[config.mk]
export PLATFORM = sky130hd
export DESIGN_NAME = fifo_read_streamer
export DESIGN_NICKNAME = d
export VERILOG_FILES = /design/src/rtl/fifo_read_streamer.sv
export SDC_FILE = /design/constraint.sdc
export NUM_CORES = 1
export LEC_CHECK = 0
export BUFFER_PORTS_ARGS = -buffer_cell sky130_fd_sc_hd__buf_2
export CAP_MARGIN = 15
export CORE_ASPECT_RATIO = 1.1
export CORE_MARGIN = 4
export CORE_UTILIZATION = 58
export DETAILED_ROUTE_END_ITERATION = 12
export PLACE_DENSITY = 0.8
export REMOVE_ABC_BUFFERS = 1
export SKIP_CTS_REPAIR_TIMING = 1
export SYNTH_ARGS = -nofsm -noshare
export SYNTH_HDL_FRONTEND = slang
export SYNTH_SLANG_ARGS = --single-unit
[constraint.sdc]
create_clock -name clk -period 2.6 [get_ports clk]
set_clock_uncertainty 0.2 [all_clocks]
set_input_delay 0 -clock clk [delete_from_list [all_inputs] [get_ports clk]]
set_output_delay 0 -clock clk [all_outputs]
set_load 0.1 [all_outputs]
[src/rtl/fifo_read_streamer.sv]
// Read-side consumer for a 1-cycle-latency FIFO: issues reads, buffers up to three
// words and presents them as a valid/ready stream framed into PKT_LEN-word packets.
module fifo_read_streamer #(
    parameter int WIDTH   = 32,
    parameter int PKT_LEN = 8,
    parameter int CNT_W   = 16
) (
    input  logic             clk,
    input  logic             rst,
    input  logic             enable,
    input  logic             fifo_empty,
    input  logic [WIDTH-1:0] fifo_data_out,
    output logic             fifo_r_en,
    output logic             m_valid,
    input  logic             m_ready,
    output logic [WIDTH-1:0] m_data,
    output logic             m_last,
    output logic             busy,
    output logic [CNT_W-1:0] word_count,
    output logic [CNT_W-1:0] pkt_count
);
    typedef enum logic [1:0] {IDLE = 2'd0, ACTIVE = 2'd1, DRAIN = 2'd2} state_t;

    localparam logic [15:0] LAST_BEAT = 16'(PKT_LEN - 1);

    state_t           r_state;
    logic [WIDTH-1:0] r_buf [3];
    logic [1:0]       r_head;
    logic [1:0]       r_tail;
    logic [1:0]       r_occ;
    logic             r_inflight;
    logic [15:0]      r_beat;
    logic [CNT_W-1:0] r_word_cnt;
    logic [CNT_W-1:0] r_pkt_cnt;

    logic       w_push;
    logic       w_pop;
    logic       w_last;
    logic [2:0] w_pending;
    logic [1:0] w_occ_next;

    function automatic logic [1:0] ptr_inc(input logic [1:0] p);
        return (p == 2'd2) ? 2'd0 : p + 2'd1;
    endfunction

    // Reads are gated on words already owned (buffered or in flight), never on m_ready.
    assign w_pending  = {1'b0, r_occ} + {2'b00, r_inflight};
    assign fifo_r_en  = enable & ~fifo_empty & (r_state != DRAIN) & (w_pending < 3'd3);

    assign m_valid    = (r_occ != 2'd0);
    assign m_data     = r_buf[r_head];
    assign w_last     = (r_beat == LAST_BEAT);
    assign m_last     = m_valid & w_last;
    assign busy       = (r_state != IDLE);
    assign word_count = r_word_cnt;
    assign pkt_count  = r_pkt_cnt;

    assign w_push = r_inflight;
    assign w_pop  = m_valid & m_ready;

    always_comb begin
        w_occ_next = r_occ;
        if (w_push && !w_pop) begin
            w_occ_next = r_occ + 2'd1;
        end else if (!w_push && w_pop) begin
            w_occ_next = r_occ - 2'd1;
        end
    end

    always_ff @(posedge clk) begin
        if (rst) begin
            r_state    <= IDLE;
            r_inflight <= 1'b0;
            r_occ      <= 2'd0;
            r_head     <= 2'd0;
            r_tail     <= 2'd0;
            r_beat     <= 16'd0;
            r_word_cnt <= '0;
            r_pkt_cnt  <= '0;
            for (int i = 0; i < 3; i++) begin
                r_buf[i] <= '0;
            end
        end else begin
            r_inflight <= fifo_r_en;
            r_occ      <= w_occ_next;

            if (w_push) begin
                r_buf[r_tail] <= fifo_data_out;
                r_tail        <= ptr_inc(r_tail);
            end

            if (w_pop) begin
                r_head     <= ptr_inc(r_head);
                r_word_cnt <= r_word_cnt + CNT_W'(1);
                if (w_last) begin
                    r_beat    <= 16'd0;
                    r_pkt_cnt <= r_pkt_cnt + CNT_W'(1);
                end else begin
                    r_beat <= r_beat + 16'd1;
                end
            end

            // DRAIN exits as soon as the final buffered word leaves, so busy drops right after it.
            case (r_state)
                IDLE: begin
                    if (enable && !fifo_empty) r_state <= ACTIVE;
                end
                ACTIVE: begin
                    if (!enable) r_state <= (r_occ != 2'd0 || r_inflight) ? DRAIN : IDLE;
                end
                DRAIN: begin
                    if (enable) begin
                        r_state <= ACTIVE;
                    end else if (w_occ_next == 2'd0) begin
                        r_state <= IDLE;
                    end
                end
                default: r_state <= IDLE;
            endcase
        end
    end
endmodule

==> metrics.md <==
| Metric | Value |
|---|---|
| Status | complete, but fails checks |
| Failing checks | hold timing |
| Critical Path Fanout Max | 8 |
| Area growth syn-to-layout | 21.34% |
| Seq cells post-synth | 187 |
| Max frequency | between 0.4 and 0.5 GHz |
| Std cell rows | 44 |
| DRT iter0 DRCs | between 400 and 500 |
| DRC viols | 0 |
| Final setup fails | 0 |
| Via density | between 5 and 6 |
| DR vias | around 5400 |
| Placement Setup Slack | approximately 0.18 ns |
| Seq/Total Area, Yosys | 62.19% |
| Tightest Pin Transition | around 0.52 ns |
| Yosys top cell area share | between 40% and 50% |
| Critical path launch point type | flop |
| Root buf cell | clkbuf_16 |
| Hold EP | r_tail[0]$_SDFFE_PP0P_ |
| Mapped Avg Cell Area | 13.29 sq um |
| I/O pin total | approximately 110 |
| Area after DPL | 8914 sq um |
| Pin count of the biggest net entering global routing | just under 50 |
| Commonest cells post-synth | 128 x edfxtp_1, 96 x and2_1, 59 x dfxtp_1, 41 x nor2_1, 32 x mux4_2 |
| Gate Count Post-Synth | 608 |
| Metal-1 WL | around 6700 microns |
| Grt ovf | 0 |
| Max-slew violations | 0 |
| CTS Buffer Depth | 2 |
| WS Path Type | flop to output pin |
| Met2 routed WL | ~9100 microns |
| CP endpoint kind | output pin |
| PortBufs | 104 |
| Slew HR | about two thirds |
| FF-to-FF End | pkt_count[12]$_SDFFE_PP0P_ |
| HPWL after detailed placement | 10620 microns |
| Post-synth ARST share | 0% |
| Cell variety after synth | 47 |
| Total clock buffers created by CTS | 17 |
| Clk Latency, worst-skew pair | around 0.42 ns |
| Initial antenna violation count | 1 |
| CTS clock-pin slew for the worst setup and hold paths | about 0.060 ns |
| Worst Hold Class | primary input to flop |
| Peak supply drop | ~0.56 mV |
| Final core occ | 72.99% |
| Cell with the most instances after synthesis | edfxtp_1 |
| Overall Global Routing Usage | between 20% and 30% |
| PwrDens | 727.0 nW/um^2 |
| Core footprint | about 13000 sq um |
| Tcrit/Tclk final | approximately nine tenths |
| Synthesized cell area | between 8000 and 9000 sq um |
| Reg-to-reg critical path startpoint | r_occ[0]$_SDFF_PP0_ |
| Deepest level of the CTS H-tree | 4 |
| Top FF cell, synth | edfxtp_1 |
| Chip width | roughly 120 microns |
| WL/cell | between 15 and 20 microns |
| First-pass GRT wire length | roughly 27000 microns |
| Max-Cap Viols | 0 |
| Final Hold Viols | 9 |
| CP arrival | roughly 2.2 ns |
| Vias in the first global route | 5416 |
| Reg2Reg Depth | 6 |
| Period minus WS final | 2.387 ns |
| Hold Slack | -0.01606 ns |
| Nets | approximately 800 |
| Routed wl met3 | 1016 microns |
| CP required | around 2.4 ns |
| Final instance area | roughly 9800 sq um |
| CTS tree | built |
| Diode count | 0 |
| Hold path start | rst |
| Initial Utilization | about three fifths |
| RSZ-0062 raised after global routing | false |
| Hold path depth | 3 |
| Post-Route WL | 17020 microns |
| Non-filler instance count after layout | about 950 |
| DR pass1 iterations | 5 |
| Final GP Congestion | between 0.8 and 0.9 |
| Crit path setup slack, layout | approximately 0.21 ns |
| EDFF count, synth | 128 |
| FF-to-FF setup slack | approximately 0.25 ns |
| Share of cells above drive strength 1 | between 20% and 30% |
| Clock Sinks | 187 |
| Syn. warnings | 0 |
| Placed Cells | just under 900 |
| Top Layer Used | met5 |
| Leakage power | 3.598 nW |
| Synth area leaders | edfxtp_1 48%, dfxtp_1 15%, mux4_2 8.9% |
| Die area | about 16000 sq um |
| Final ANT Viol Nets | 0 |
| Post-synth top area cell | edfxtp_1 |
| Die Span Y | 131.8 microns |
[worst max path at each step]
stage                                start                    endpoint  slack, ns  depth (start not counted)
finish              r_beat[0]$_SDFFE_PP0P_                      m_last       0.21                          5
global route        r_beat[0]$_SDFFE_PP0P_                      m_last       0.02                          5
CTS                  r_inflight$_SDFF_PP0_                   fifo_r_en       0.05                          5
detailed placement     r_occ[0]$_SDFF_PP0_  pkt_count[15]$_SDFFE_PP0P_       0.18                          6
global placement       r_occ[0]$_SDFF_PP0_  pkt_count[15]$_SDFFE_PP0P_       0.23                          6
floorplan            r_inflight$_SDFF_PP0_       r_inflight$_SDFF_PP0_      -2.06                          5
[metal layers]
metal,vias to the layer above,global-route usage (%)
met5,-,0
li1,2543,-
met3,14,4.807
met4,2,6.297
met2,175,38.71
met1,2664,26.76
[flip-flops by register name, summed over array words and instances (netlist names), named ones only]
register    flops
r_beat         16
r_state         2
r_inflight      1
r_head          2
pkt_count      16
word_count     16
r_buf         128
r_occ           2
r_tail          2
[per-stage QoR]
| stage | setup TNS [ns] | power [mW] |
|---|---|---|
| after floorplan | -75.20 | 4.555 |
| after global placement | 0 | 4.831 |
| after detailed placement | 0 | 4.863 |
| after CTS | 0 | 7.123 |
| after global routing | 0 | 7.401 |
| final | 0 | 7.128 |
[critical path, stage by stage, from the launching register on]
cell,delay [ns]
dfxtp_1,0.40
ha_2,0.28
nor4bb_1,0.30
nand4_1,0.31
nor2_1,0.22
buf_6,0.25
[power breakdown]
group | internal [mW] | switching [mW]
Sequential | 3.27 | 0.0593
Clock | 1.28 | 1.00
Combinational | 0.407 | 1.11
[logic make-up (layout without fill, tap and decap cells)]
family	count (synthesis)	in the layout	synth area share, %
buffers and inverters	49	205	2.462
AOI/OAI and AO/OA	55	55	4.119
adders and majority gates	6	6	0.9291
and+or+nand+nor	250	250	18.18
muxes	34	34	9.198
DFF	187	187	62.19
xor gates and xnor gates	27	27	2.927
[cell usage in the layout (no fill, tap or decap), types with 16 or more instances in the layout]
master           n
clkbuf_16       17
and2_1          96
buf_2          102
a21oi_1         28
xnor2_1         23
nor2_1          41
dfxtp_1         57
dlygate4sd3_1   35
edfxtp_1       128
inv_1           16
nand2_1         19
mux4_2          32
[area by class of cell]
cell class / count / area (sq um)
clock buffer: 18 / 429.2
clock inverter: 13 / 85.08
fill: 920 / 3628
inverter: 16 / 60.06
sequential: 187 / 5027
tap: 184 / 230.2
timing repair buffer: 158 / 1085
multi-input combinational: 372 / 2888
Note: power is estimated with default switching activity, not from simulation.
